File: config.mk
export PLATFORM = sky130hd
export DESIGN_NAME = fifo_write_drain
export DESIGN_NICKNAME = d
export VERILOG_FILES = /design/src/rtl/fifo_write_drain.sv
export SDC_FILE = /design/constraint.sdc
export NUM_CORES = 1
export LEC_CHECK = 0
export ABC_AREA = 1
export BUFFER_PORTS_ARGS = -buffer_cell sky130_fd_sc_hd__buf_2
export CAP_MARGIN = 10
export CORE_MARGIN = 2
export CORE_UTILIZATION = 30
export DETAILED_ROUTE_END_ITERATION = 8
export GPL_ROUTABILITY_DRIVEN = 0
export PLACE_DENSITY = 0.51
export SLEW_MARGIN = 20
export SYNTH_ARGS = -nofsm -noshare
export SYNTH_HDL_FRONTEND = slang
export SYNTH_SLANG_ARGS = --single-unit
File: constraint.sdc
create_clock -name clk -period 1.5 [get_ports clk]
set_input_delay 0.225 -clock clk [delete_from_list [all_inputs] [get_ports clk]]
set_output_delay 0.225 -clock clk [all_outputs]
set_load 0.02 [all_outputs]
File: src/rtl/fifo_write_drain.sv
// Drains a registered-output FIFO into a handshaked memory write port, one word per pop.
// A per-word WRITE timeout drops a stuck word and raises a sticky error flag.
module fifo_write_drain #(
  parameter int ADDR_BITS = 17,
  parameter int DATA_BITS = 8,
  parameter int TIMEOUT   = 255
) (
  input  logic                           clk,
  input  logic                           reset_n,
  input  logic                           enable,
  input  logic [ADDR_BITS+DATA_BITS-1:0] fifo_rd_data,
  input  logic                           fifo_rd_empty,
  output logic                           fifo_rd_en,
  output logic [ADDR_BITS-1:0]           mem_addr,
  output logic [DATA_BITS-1:0]           mem_data,
  output logic                           mem_we,
  input  logic                           mem_ready,
  output logic                           busy,
  output logic [15:0]                    words_written,
  output logic                           err_timeout,
  input  logic                           clear_err
);

  typedef enum logic [1:0] {IDLE, CAPTURE, WRITE} state_t;

  localparam logic [7:0] TIMEOUT_CNT = 8'(TIMEOUT);

  state_t                 state_reg, state_next;
  logic                   armed_reg;
  logic [7:0]             wr_cnt_reg;
  logic [ADDR_BITS-1:0]   addr_reg;
  logic [DATA_BITS-1:0]   data_reg;
  logic [15:0]            words_reg;
  logic                   err_reg;
  logic                   accept;
  logic                   timeout;

  assign accept  = (state_reg == WRITE) && mem_ready;
  assign timeout = (state_reg == WRITE) && !mem_ready && (wr_cnt_reg >= TIMEOUT_CNT);

  always_ff @(posedge clk or negedge reset_n) begin
    if (!reset_n) state_reg <= IDLE;
    else          state_reg <= state_next;
  end

  // armed_reg holds off the first pop until the second edge after reset release
  always_comb begin
    state_next = state_reg;
    case (state_reg)
      IDLE:    if (armed_reg && enable && !fifo_rd_empty) state_next = CAPTURE;
      CAPTURE: state_next = WRITE;
      WRITE:   if (accept || timeout) state_next = IDLE;
      default: state_next = IDLE;
    endcase
  end

  // Decoded straight from state so an async reset drops them without a clock
  always_comb begin
    fifo_rd_en = 1'b0;
    mem_we     = 1'b0;
    busy       = 1'b0;
    case (state_reg)
      CAPTURE: begin
        fifo_rd_en = 1'b1;
        busy       = 1'b1;
      end
      WRITE: begin
        mem_we = 1'b1;
        busy   = 1'b1;
      end
      default: ;
    endcase
  end

  always_ff @(posedge clk or negedge reset_n) begin
    if (!reset_n) begin
      armed_reg  <= 1'b0;
      wr_cnt_reg <= 8'd0;
      addr_reg   <= '0;
      data_reg   <= '0;
      words_reg  <= 16'd0;
      err_reg    <= 1'b0;
    end else begin
      armed_reg <= 1'b1;

      if (state_reg == CAPTURE) begin
        addr_reg   <= fifo_rd_data[ADDR_BITS+DATA_BITS-1:DATA_BITS];
        data_reg   <= fifo_rd_data[DATA_BITS-1:0];
        wr_cnt_reg <= 8'd1;
      end else if (state_reg == WRITE) begin
        if (accept || timeout) wr_cnt_reg <= 8'd0;
        else                   wr_cnt_reg <= wr_cnt_reg + 8'd1;
      end

      if (accept) words_reg <= words_reg + 16'd1;

      // A timeout on the same edge as clear_err leaves the flag set
      if (timeout)        err_reg <= 1'b1;
      else if (clear_err) err_reg <= 1'b0;
    end
  end

  assign mem_addr      = addr_reg;
  assign mem_data      = data_reg;
  assign words_written = words_reg;
  assign err_timeout   = err_reg;

endmodule

==> run metrics, run 1 <==
WS Path Type flip-flop to output pin; Flop pwr share 36.1%; leading area contributor after synthesis dfrtp_1; cell with the most instances after synthesis dfrtp_1; WL met1 2.53 mm; clock period minus worst slack 1.56 ns; Routed WL 5.33 mm; n_diodes 0; worst slack, placed -0.0572 ns; Row Count 32; Worst path max stage delay 0.45 ns; crit path cell chain inv_2 > ha_4 > buf_6 > buf_6; IR drop worst, VDD 0.835 mV; combinational share of power 50.2%; Detail Route Antenna Nets 0; Critical R2R Launch state_reg[0]; sw frac 39.4%; Clk pin slew, worst setup/hold paths 0.11 ns; Leak 1.61 nW; Yosys top cell area share 55.6%; TritonRoute pass-1 iters 4; total of warnings raised by yosys 0; combined buffer and inverter count along the critical path 3; Post-synth top cells dfrtp_1 (53), nand2_1 (48), mux2_2 (25), inv_1 (22), nor2_1 (15); Setup Skew 0.0107 ns; later-pin clock latency in the skew report 0.31 ns; Finished Cell Area 0.00328 sq mm; Post-synth EDFFs 0; CP endpoint kind output pin; Synth area leaders dfrtp_1 (56%), mux2_2 (12%), nand2_1 (7.6%); Die W 93.1 um; min-delay src clear_err; GRT overflow 0; DR top layer met4; syn_area_per_cell 10.3 sq um; CP Data Arrival Time 1.33 ns; Post-Synthesis Cells 231; maximum clock path buffer count 2; Yosys cell types 23; CP max FO 4; antenna violations before repair 0; total track usage 12.9%; Via density 4.38; Root Driver clkbuf_8; RSZ-0062 raised after global routing true; PwrDens 1850 mW/mm^2; setup TNS -0.0577 ns; outcome complete, but fails checks; maxcap violations 0; met2 wire length 2.43 mm; endpoints failing setup 1; Post-DP HPWL 3.86 mm; io pins 76; failing checks negative setup slack; sequential share of the synthesized area 55.6%; Largest register FFs 17; Hold Crit Class input pin to flip-flop; internal power 3.68 mW; Worst path most repeated cell buf_6; first-pass GRT wire length 9.01 mm; layout cells sized above 1 46.1%; Tcrit/Tclk final 104%; Final Hold Viols 0; IO Port Bufs 75; critical path required time 1.27 ns; Final Util 42.4%; DRT iter0 DRCs 85; Crit-path slowest cell dfrtp_2; Post-Synthesis Net Count 267; H-tree Lvls 2; CTS tree yes; ys async rst share 100%; met3 wire length 351 um; clock share of power 13.7%; Max Freq 642 MHz; NumNets Final 365; Synth Flop Type dfrtp_1; Initial Util 30.8%; Pins Over Slew Limit 0; #FFs+latches synth 53; Worst Slack Setup Final -0.0577 ns; vias in the first global route 1952; # clock sinks 53; via count 1893; CP Launch Type flip-flop; delay-heaviest family, CP flip-flops; Critical path origin state_reg[1]; Die Ht 93.1 um; Wirelength per Cell 12.3 um; core area 0.00773 sq mm; largest net degree at the start of global routing 39; Psw 2.39 mW; Post-Syn Area 0.00238 sq mm; Placement Cell Area 0.00302 sq mm; TritonCTS buffer count 5; DRC errors left 0; die footprint 0.00867 sq mm; synthesis-to-finish area growth 37.4%
==> area by class of cell <==
type | count | area (sq um)
Clock inverter | 3 | 21.3
Multi-Input combinational cell | 152 | 1060
Timing Repair Buffer | 95 | 588
Tap cell | 102 | 128
Inverter | 22 | 82.6
Sequential cell | 53 | 1330
Fill cell | 779 | 4450
Clock buffer | 5 | 68.8
==> layer usage <==
metal / up-vias / track usage, %
met5: - / 0
met4: 0 / 2.57
met3: 2 / 3.87
met2: 54 / 21.0
met1: 894 / 17.2
li1: 943 / -
==> repair_timing <==
action                     in CTS  in global routing
hold endpoints to repair       15                  0
pin swaps                       2                  9
setup endpoints to repair       7                 19
hold buffers                    1                  0
buffers inserted                4                  2
gates resized for setup        11                 18
gates cloned                    0                  0
==> logic make-up (layout without fill, tap and decap cells) <==
logic type | count (synthesis) | count (layout) | share of synthesized area (%)
buffers and inverters | 26 | 125 | 4.41
XOR/XNOR | 10 | 10 | 3.67
AO/OA/AOI/OAI | 15 | 15 | 3.25
other | 1 | 1 | 0.157
flip-flops | 53 | 53 | 55.6
adder cells (fa/ha/maj) | 5 | 5 | 2.62
AND/OR/NAND/NOR | 96 | 96 | 18.4
multiplexers | 25 | 25 | 11.8
==> power by group through the flow <==
stage / Combinational (mW) / Clock [mW] / Sequential (mW)
final: 3.05 / 0.833 / 2.19
after global routing: 3.27 / 0.925 / 2.27
after CTS: 2.97 / 0.876 / 2.19
after detailed placement: 2.74 / 0 / 2.20
after global placement: 2.73 / 0 / 2.18
after floorplan: 1.26 / 0 / 2.70
==> metrics by stage <==
step	cells	hold WS [ns]	power [mW]
detailed placement	417	0.184	4.94
global route	432	0.0784	6.46
finish	432	0.0886	6.07
global placement	417	0.184	4.91
CTS	430	0.0849	6.04
floorplan	231	-0.0706	3.96
==> layout by cell type, fill, tap and decap left out, types with 2 or more instances in the layout <==
cell type,netlist,routed
buf_6,0,4
mux2_2,25,25
nand2_2,2,4
ha_4,0,3
nor2_1,15,12
nand3_1,14,13
nand2_1,48,46
o21ai_1,3,3
dfrtp_1,53,52
xnor2_1,4,4
nor2_4,0,3
o21ai_0,4,3
a21oi_1,7,6
nand3b_1,3,3
clkbuf_8,0,5
buf_2,3,72
buf_12,0,3
buf_4,1,15
inv_1,22,20
nand4_1,5,5
xor2_1,6,6
nor3_4,1,3
nor2_2,3,3
inv_2,0,2
==> final timing paths <==
check,end,slack [ns],depth (start not counted)
max in group asynchronous,mem_addr[6],0.58,3
min in group asynchronous,words_written[3],0.38,2
max,busy,-0.06,4
max reg2reg,wr_cnt_reg[3],0.01,8
min reg2reg,words_written[10],0.51,1
min,err_timeout,0.09,2
Power figures use the tool's default switching activity.
==> inputs of run 2 (changes only) <==
- CELL_PAD_IN_SITES_DETAIL_PLACEMENT: default -> 2
- CELL_PAD_IN_SITES_GLOBAL_PLACEMENT: default -> 2
- CORE_UTILIZATION: 30 -> 27
- PLACE_DENSITY: 0.51 -> 0.71
==> run 2 against run 1 <==
The flow still finishes with violations (negative setup slack). First-iteration DRC count decreased by 64%. Non-clock buffer count increased by 10. Clock skew increased by 0.0012 ns. Worst setup slack got worse by 0.0075 ns. Critical path depth increased by 1. Register-to-register slack got worse by 0.02 ns. Largest power group unchanged.
==> run metrics, run 2 (synthesized netlist as in run 1, its figures left out) <==
outcome complete, but fails checks; failing checks negative setup slack; Slew HR 58.5%; Worst path most repeated cell buf_6; synthesis-to-finish area growth 45.3%; Wirelength per Cell 14.8 um; # clock sinks 53; Post-DP HPWL 4.76 mm; Detail Route Antenna Nets 0; DRT iter0 DRCs 31; Final Util 40.1%; io pins 76; Worst Slack Setup Final -0.0652 ns; Setup Skew 0.0119 ns; Finished Cell Area 0.00346 sq mm; Root Driver clkbuf_8; dpl cells 427; Reg2Reg Depth 7; Worst Tran Pin Value 0.616 ns; n_diodes 0; Die W 98.0 um; PwrDens 1870 mW/mm^2; H-tree Lvls 2; CP endpoint kind output pin; IR drop worst, VDD 0.760 mV; maxcap violations 0; Crit-path slowest cell dfrtp_1; core area 0.00864 sq mm; via count 2035; Pins Over Slew Limit 0; die footprint 0.00960 sq mm; antenna violations before repair 0; critical path required time 1.27 ns; Max Freq 639 MHz; total track usage 14.1%; hold path depth 2; Row Count 34; Via density 4.55; Tcrit/Tclk final 104%; maximum clock path buffer count 2; most frequent cells in the layout buf_2 (72), dfrtp_1 (53), nand2_1 (40); Final Hold Viols 0; crit path cell chain inv_2 > buf_6 > ha_4 > buf_6 > buf_6; vias in the first global route 2347; Worst path max stage delay 0.40 ns; endpoints failing setup 5; TritonRoute pass-1 iters 4; CP Launch Type flip-flop; WS Path Type flip-flop to output pin; CP Data Arrival Time 1.34 ns; IO Port Bufs 75; non-filler instance count after layout 447; DRC errors left 0; NumNets Final 375; Routed WL 6.63 mm; Clk pin slew, worst setup/hold paths 0.10 ns; clock period minus worst slack 1.57 ns; Initial Util 27.6%; CTS tree yes; Die Ht 98.0 um; first-pass GRT wire length 11.1 mm; later-pin clock latency in the skew report 0.30 ns; Leak 1.72 nW; layout cells sized above 1 50.7%; TritonCTS buffer count 5; RSZ-0062 raised after global routing true; GRT overflow 0; Hold Crit Class input pin to flip-flop; Largest register FFs 17; most common cell after layout, fill and taps aside buf_2; Placement Cell Area 0.00304 sq mm; CP max FO 4; largest net degree at the start of global routing 54
[run 2: cell types whose count changed in the layout (fill, tap and decap cells not counted), sizes merged]
cell | previous run | this run
buf | 94 | 103
clkbuf | 5 | 7
clkinv | 1 | 0
inv | 23 | 22
[run 2: metrics by stage]
step	total power [mW]	TNS, ns	setup slack [ns]	hold slack, ns
after floorplan	3.96	-0.563	-0.0364	-0.0706
after global placement	4.94	-0.186	-0.0524	0.249
after detailed placement	5.07	-0.369	-0.0771	0.251
after CTS	6.08	-0.676	-0.0962	0.110
after global routing	6.92	-1.45	-0.131	0.0896
final	6.46	-0.136	-0.0652	0.0983
[run 2: where the power goes]
| group | total (mW) | switching (mW) | internal (mW) |
|---|---|---|---|
| registers | 2.19 | 0.284 | 1.91 |
| logic | 3.44 | 1.80 | 1.64 |
| clock network | 0.833 | 0.466 | 0.366 |
| total | 6.46 | 2.55 | 3.91 |
[run 2: path summary, 6_finish.rpt]
kind	startpoint	end	slack (ns)
max	state_reg[0]	busy	-0.07
min	clear_err	err_timeout	0.1
max reg2reg	state_reg[0]	words_written[14]	-0.01
min reg2reg	mem_addr[6]	mem_addr[6]	0.51
max in group asynchronous	reset_n	words_written[1]	0.80
min in group asynchronous	reset_n	mem_addr[11]	0.46
[run 2: cell type report]
type / count / area, sq um
fill: 953 / 5170
sequential: 53 / 1330
multi-input combinational: 152 / 1140
timing repair buffer: 105 / 691
tap: 108 / 135
clock buffer: 6 / 82.6
inverter: 22 / 82.6
clock inverter: 1 / 7.51
[run 2: critical path, delay by kind of cell (launching register included)]
family / cells / cell delay, ns
buffers and inverters: 4 / 0.43
flip-flops: 1 / 0.40
adder cells (fa/ha/maj): 1 / 0.21
[run 2: metal layers]
layer | up-vias | global-route usage (%) | share of wire, %
li1 | 962 | - | -
met1 | 1016 | 16.8 | 42
met2 | 51 | 25.1 | 51
met3 | 6 | 3.87 | 5.3
met4 | 0 | 3.85 | 1.7
met5 | - | 0 | 0
[run 2: repair_timing]
item                                   in CTS  in global routing
resized for setup                          10                 42
endpoints found under the hold margin      53                  0
buffers inserted                            3                  8
gates cloned                                0                  1
setup endpoints to repair                  15                 23
hold buffers                                1                  0
pin swaps                                   2                 16
